### config.mk
export PLATFORM = sky130hd
export DESIGN_NAME = ysyx_22051086_ifu
export DESIGN_NICKNAME = d
export VERILOG_FILES = /design/src/rtl/ysyx_22051086_ifu.sv
export SDC_FILE = /design/constraint.sdc
export NUM_CORES = 1
export LEC_CHECK = 0
export ABC_AREA = 0
export CELL_PAD_IN_SITES_DETAIL_PLACEMENT = 1
export CELL_PAD_IN_SITES_GLOBAL_PLACEMENT = 1
export CORE_AREA = 2 2 127 129
export DETAILED_ROUTE_END_ITERATION = 7
export DIE_AREA = 0 0 129 131
export DONT_BUFFER_PORTS = 1
export HOLD_SLACK_MARGIN = 0.1
export PLACE_DENSITY = 0.91
export SETUP_SLACK_MARGIN = 0.1
export SYNTH_ARGS = -nofsm -noshare
export SYNTH_HDL_FRONTEND = slang
export SYNTH_SLANG_ARGS = --single-unit
### constraint.sdc
create_clock -name clk -period 2.8 [get_ports clk]
set_input_delay 0.56 -clock clk [delete_from_list [all_inputs] [get_ports clk]]
set_output_delay 0.56 -clock clk [all_outputs]
set_load 0.02 [all_outputs]
### src/rtl/ysyx_22051086_ifu.sv
// Instruction fetch unit.
// Issues one fetch request at a time, buffers the returned instruction and
// hands it to decode with a valid/allowin handshake. Branch and exception
// redirects replace the PC at any point. A response that belongs to a
// wrong-path request is dropped.
//
// Ports
//   clk, rst                 clock; asynchronous active-low reset
//   inst_req_valid/ready     fetch request handshake
//   inst_addr[63:0]          fetch address (the current PC)
//   inst_resp_valid/data     fetch response; always accepted
//   br_bus[65:0]             {br_stall, br_taken, br_target[63:0]}
//   excp_bus[64:0]           {excp_valid, excp_target[63:0]}
//   id_allowin               decode can take an instruction
//   if_to_id_valid/bus[95:0] {pc, inst} towards decode
//
// state  | meaning
// S_REQ  | request for pc is presented to memory
// S_WAIT | request accepted, waiting for its response
// S_HOLD | instruction buffered, offered to decode

module ysyx_22051086_ifu #(
   parameter logic [63:0] RESET_PC = 64'h8000_0000
) (
   input  logic        clk,
   input  logic        rst,
   output logic        inst_req_valid,
   input  logic        inst_req_ready,
   output logic [63:0] inst_addr,
   input  logic        inst_resp_valid,
   input  logic [31:0] inst_resp_data,
   input  logic [65:0] br_bus,
   input  logic [64:0] excp_bus,
   input  logic        id_allowin,
   output logic        if_to_id_valid,
   output logic [95:0] if_to_id_bus
);

   localparam logic [1:0] S_REQ  = 2'd0;
   localparam logic [1:0] S_WAIT = 2'd1;
   localparam logic [1:0] S_HOLD = 2'd2;

   logic [1:0]  state, state_nxt;
   logic [63:0] pc, pc_nxt;
   logic        discard, discard_nxt;
   logic [31:0] inst_buf, inst_buf_nxt;

   logic        br_stall, br_taken, excp_valid;
   logic [63:0] br_target, excp_target;
   logic        redirect;
   logic [63:0] redirect_target;

   assign {br_stall, br_taken, br_target} = br_bus;
   assign {excp_valid, excp_target}       = excp_bus;

   // Exception redirects win over branches.
   assign redirect        = excp_valid || (br_taken && !br_stall);
   assign redirect_target = excp_valid ? excp_target : br_target;

   // rst gates the request so nothing is issued while reset is held.
   assign inst_req_valid = rst && (state == S_REQ);
   assign inst_addr      = pc;
   assign if_to_id_valid = (state == S_HOLD) && !redirect;
   assign if_to_id_bus   = {pc, inst_buf};

   always_comb begin
      state_nxt    = state;
      pc_nxt       = pc;
      discard_nxt  = discard;
      inst_buf_nxt = inst_buf;
      case (state)
         S_REQ: begin
            if (redirect) begin
               pc_nxt = redirect_target;
            end
            if (inst_req_ready) begin
               state_nxt = S_WAIT;
               // The accepted request was for the old pc; its response is stale.
               if (redirect) begin
                  discard_nxt = 1'b1;
               end
            end
         end
         S_WAIT: begin
            if (redirect) begin
               pc_nxt = redirect_target;
            end
            if (inst_resp_valid) begin
               if (discard || redirect) begin
                  discard_nxt = 1'b0;
                  state_nxt   = S_REQ;
               end else begin
                  inst_buf_nxt = inst_resp_data;
                  state_nxt    = S_HOLD;
               end
            end else if (redirect) begin
               discard_nxt = 1'b1;
            end
         end
         S_HOLD: begin
            if (redirect) begin
               pc_nxt    = redirect_target;
               state_nxt = S_REQ;
            end else if (id_allowin) begin
               pc_nxt    = pc + 64'd4;
               state_nxt = S_REQ;
            end
         end
         default: begin
            state_nxt = S_REQ;
         end
      endcase
   end

   always_ff @(posedge clk or negedge rst) begin
      if (!rst) begin
         state    <= S_REQ;
         pc       <= RESET_PC;
         discard  <= 1'b0;
         inst_buf <= 32'd0;
      end else begin
         state    <= state_nxt;
         pc       <= pc_nxt;
         discard  <= discard_nxt;
         inst_buf <= inst_buf_nxt;
      end
   end

endmodule

== Yosys cells after proc, flatten, opt, wreduce, memory -nomap -nowiden ==
Cells that the tools add are included.

* Register bits after elaboration: 99
* Bits of input ports: 168
* Output and inout port bits: 162
* Word-level logic and storage cells: 44

* $add $sub $neg: 1
* Equal/unequal tests: 7
* Multiplexer cells: 16
* Bitwise operators: 1
* Reductions and logical operators: 15

{| class="wikitable"
|+ Operator list
! kind !! count
|-
| $mux 64 || 4
|-
| $pmux 64 s2 || 1
|-
| $add 64x3->64 const B || 1
|-
| $reduce_and 3->1 || 4
|-
| $mux 2 || 5
|-
| $ne 3x3->1 const B || 2
|-
| $pmux 2 s3 || 1
|-
| $mux 1 || 4
|-
| $ne 2x2->1 const B || 2
|-
| $reduce_bool 2->1 || 2
|-
| $logic_and 1x1->1 || 3
|-
| $eq 2x1->1 const B || 1
|-
| $eq 2x2->1 const B || 1
|-
| $logic_not 1->1 || 2
|-
| $logic_not 2->1 || 1
|-
| $logic_or 1x1->1 || 2
|-
| $ne 2x1->1 const B || 1
|-
| $pmux 1 s2 || 1
|-
| $reduce_or 2->1 || 1
|-
| $not 1->1 || 1
|}

== Longest topological paths before layout ==
* Word-level depth: 7
* Gate-level depth with buffers: 10
* Depth with buffers taken out: 6

== Worst setup path after synthesis ==
OpenSTA, ideal clock, no wires.

* Path kind: input port to output port
* Start point: input br_bus[65]
* End point: output if_to_id_valid
* Arrival time: 1.803 ns
* Required time: 2.240 ns
* Path slack: 0.437 ns
* Cell stages on the path: 6
* Path buffers: 3
* Path through: and2b_1 -> or3_1 -> clkbuf_1 -> inv_2 -> buf_2 -> buf_2

* Word-level cells in the longest chain between the ends: 5

{| class="wikitable"
|+ RTL lines
! element !! RTL line !! source
|-
| start, declared || 32 || <nowiki>input logic [65:0] br_bus,</nowiki>
|-
| $logic_not 1->1 || 57 || <nowiki>assign redirect = excp_valid || (br_taken && !br_stall);</nowiki>
|-
| $logic_and 1x1->1 || 57 ||
|-
| $logic_or 1x1->1 || 57 ||
|-
| $logic_not 1->1 || 63 || <nowiki>assign if_to_id_valid = (state == S_HOLD) && !redirect;</nowiki>
|-
| $logic_and 1x1->1 || 63 ||
|-
| end, declared || 35 || <nowiki>output logic if_to_id_valid,</nowiki>
|}

No other way between the ends.

== Final worst setup path ==
* Start point: register state[0]
* End point: output if_to_id_valid

* Word-level cells in the longest chain between the ends: 2

{| class="wikitable"
|+ RTL lines
! element !! RTL line !! source
|-
| start, declared || 43 || <nowiki>logic [1:0] state, state_nxt;</nowiki>
|-
| start signal, assigned || 122 || <nowiki>state <= state_nxt;</nowiki>
|-
| $eq 2x2->1 || 63 ||
|-
| $logic_and 1x1->1 || 63 ||
|}

No other way between the ends.

==> run summary <==
Outcome: complete, but fails checks
Failing checks: negative hold slack
Proportion of layout cells with a drive suffix above 1: 23.19%
Largest net degree at the start of global routing: 101
Post-synth net total: 956
Setup TNS: 0 ns
Setup Skew: 0.01170 ns
Final hold viol count: 98
Post-Syn Area: 0.007131 sq mm
Final Util: 49.33%
Min Hold Slack: -0.1188 ns
Worst endpoint required time: 2.24 ns
Slew @ Worst Pin: 0.6885 ns
Multi-input gate area: 0.003918 sq mm
Vias per cell: 6.630
GRT Total Usage: 29.76%
Worst EP arrival: 2.03 ns
Number of synthesized flops with an enable pin: 0
Final WL: 25,330 um
Core area: 0.01560 sq mm
WL/cell: 25.61 um
Longest Clk Path Bufs: 2
Total Die Area: 0.01690 sq mm
HP Class: primary input to asynchronous set/reset pin
Reg-to-reg startpoint: inst_addr[31]
Clock H-tree levels: 3
Synth Instances: 787
Yosys warns: 0
Worst-path clk slew: 0.08 ns
DP Wirelength: 18,390 um
Worst setup EP type: output pin
Routability congestion estimate: 0.8938
Post-Synth XOR/XNOR Area: 0%
# IOs: 330
Crit start category: flip-flop
Nets: 936
Clk_lat worst skew: 0.36 ns
Crit. Startpoint: state[0]
Clock root cell: clkbuf_16
Max-Cap Viols: 0
Maximum clock rate: 386.8 MHz
Netlist cell types: 76
Die Ht: 131 um
Total congestion overflow: 0
Drt pass-1 iters: 7
PD cells: 694.1 mW/mm^2
First-pass GRT wire length: 38,460 um
Initial drt markers: 462
Simple-gate share of the synthesized area: 24.78%
Area delta synth->final: 7.896%
Sequential fraction of the synthesis area: 34.76%
Maximum VDD drop: 437.1 uV
Final worst path period share: 92.34%
Final min period: 2.585 ns
Antenna violations before repair: 1
Finish-stage setup viols: 0
Chip width: 129 um
Critical Path Fanout Max: 16
Input/output buffers: 0
Reg area: 0.002479 sq mm
Largest family of logic cells by synthesized area: simple AND/OR/NAND/NOR gates
CTS tree: built
Vias in the first global route: 6,729
Clock buffer count from CTS: 9
RSZ-0062 raised after global routing: false
Slew headroom: 53.68%
Routed via count: 6,557
DR DRC count: 0
Leak Pwr: 3.083 nW
Clk sinks: 99
Reg2reg path depth: 5
Syn avg cell area: 9.060 sq um
Antenna viol nets, final: 0
Row count: 46
R2R Setup Slk: 0.31 ns
Adder-Cell Fraction of Synth Area: 0.1755%
Mux contribution to synthesized area: 13.88%
Compound-cell area share of the yosys netlist: 15.58%
Max-slew violation count: 0
Initial cell density of the core: 45.72%
Dominant synthesized flop cell: dfrtp_1
Reg2reg end: inst_addr[55]
Seq cells post-synth: 99
Async S/R FF share, synth: 100.0%
Layout fillers: 1,792
Total power: 0.005340 W
Worst Path Class, Setup: flip-flop to output pin
==> how the worst max path moves through the flow <==
stage / endpoint / depth (start not counted)
2_1_floorplan: if_to_id_valid / 6
3_3_place_gp: inst_addr[58] / 8
3_5_place_dp: inst_addr[29] / 7
4_1_cts: if_to_id_valid / 4
5_1_grt: inst_addr[55] / 5
6_report: if_to_id_valid / 4
==> metal layers <==
layer / track usage, % / vias up / part of all wire, % / routed length [um]
li1: - / 2863 / - / -
met1: 36.55 / 3223 / 39 / 9800
met2: 51.42 / 418 / 50 / 12560
met3: 6.230 / 53 / 9.1 / 2308
met4: 11.83 / 0 / 2.6 / 656
met5: 0 / - / 0 / 0
==> metrics by stage <==
step	cells	setup slack (ns)	hold slack, ns	instance area, sq um
after floorplan	787	0.4374	0.2644	7131
after global placement	970	0.2714	0.2664	7341
after detailed placement	970	0.1930	0.2670	7341
after CTS	986	0.2084	-0.1257	7670
after global routing	989	0.1245	-0.1311	7694
final	989	0.2146	-0.1188	7694
==> what timing repair did <==
action,in CTS,in global routing
resized for setup,0,1
hold endpoints to repair,99,99
setup endpoints to repair,0,2
buffers inserted,0,2
==> where the power goes <==
| part | switching [W] | total (W) | internal, W |
|---|---|---|---|
| clock | 0.000621 | 0.00142 | 0.000801 |
| sequential | 0.000651 | 0.00243 | 0.00178 |
| combinational | 0.000934 | 0.00149 | 0.000556 |
| total | 0.00221 | 0.00534 | 0.00313 |
==> flip-flops by register name, indices dropped and copies added, names as in the netlist <==
| register | count |
|---|---|
| discard | 1 |
| inst_addr | 64 |
| inst_buf | 32 |
| state | 2 |
==> Yosys cell counts, drive strengths merged, types with 4 or more instances <==
master	count	area share, %
and2	5	0.44
buf	88	8.7
a31oi	9	0.79
nand2	55	3.1
o31a	5	0.61
and4	4	0.49
nor2	48	2.5
o211ai	7	0.74
a21oi	43	3.0
nor4	23	2.9
a211oi	7	0.74
or2	4	0.35
or4	16	1.7
or3	9	0.88
nor3	30	2.3
dfrtp	98	34
nor2b	7	0.61
o22a	6	0.74
o22ai	10	0.88
mux2	47	7.4
a311oi	4	0.49
mux2i	46	6.5
o31ai	5	0.53
o311a	4	0.56
and3	8	0.72
inv	13	0.68
a2bb2oi	5	0.61
nand3	58	4.5
nand4	30	3.4
a22oi	5	0.53
o21a	5	0.53
clkbuf	24	1.4
o21ai	23	1.6
==> worst max-delay path, stage by stage, from the launching register on <==
cell,delay [ns]
dfrtp_1,0.46
nand2b_1,0.19
or3_2,0.57
clkinv_2,0.16
buf_4,0.28
==> cell type report <==
class,instances,share of cell area [%]
timing repair buffer,81,8.392
multi-input combinational,563,50.92
sequential,99,32.22
tap,216,3.513
antenna,1,0.03253
clock buffer,9,2.927
inverter,13,0.6505
clock inverter,7,1.350
==> cell usage in the layout (no fill, tap or decap), drive strengths merged, types with 30 or more instances in the layout <==
| cell type | instances |
|---|---|
| mux2 | 47 |
| nor2 | 48 |
| buf | 81 |
| mux2i | 46 |
| a21oi | 43 |
| nand2 | 55 |
| nand4 | 30 |
| nand3 | 58 |
| nor3 | 30 |
| dfrtp | 98 |
==> cell families (layout without fill, tap and decap cells) <==
family / count (synthesis) / count (layout)
AND/OR/NAND/NOR: 305 / 305
other: 0 / 1
flip-flops: 99 / 99
multiplexers: 93 / 93
buffers and inverters: 125 / 110
AO/OA/AOI/OAI: 164 / 164
adder cells (fa/ha/maj): 1 / 1
Note: power is estimated with default switching activity, not from simulation.
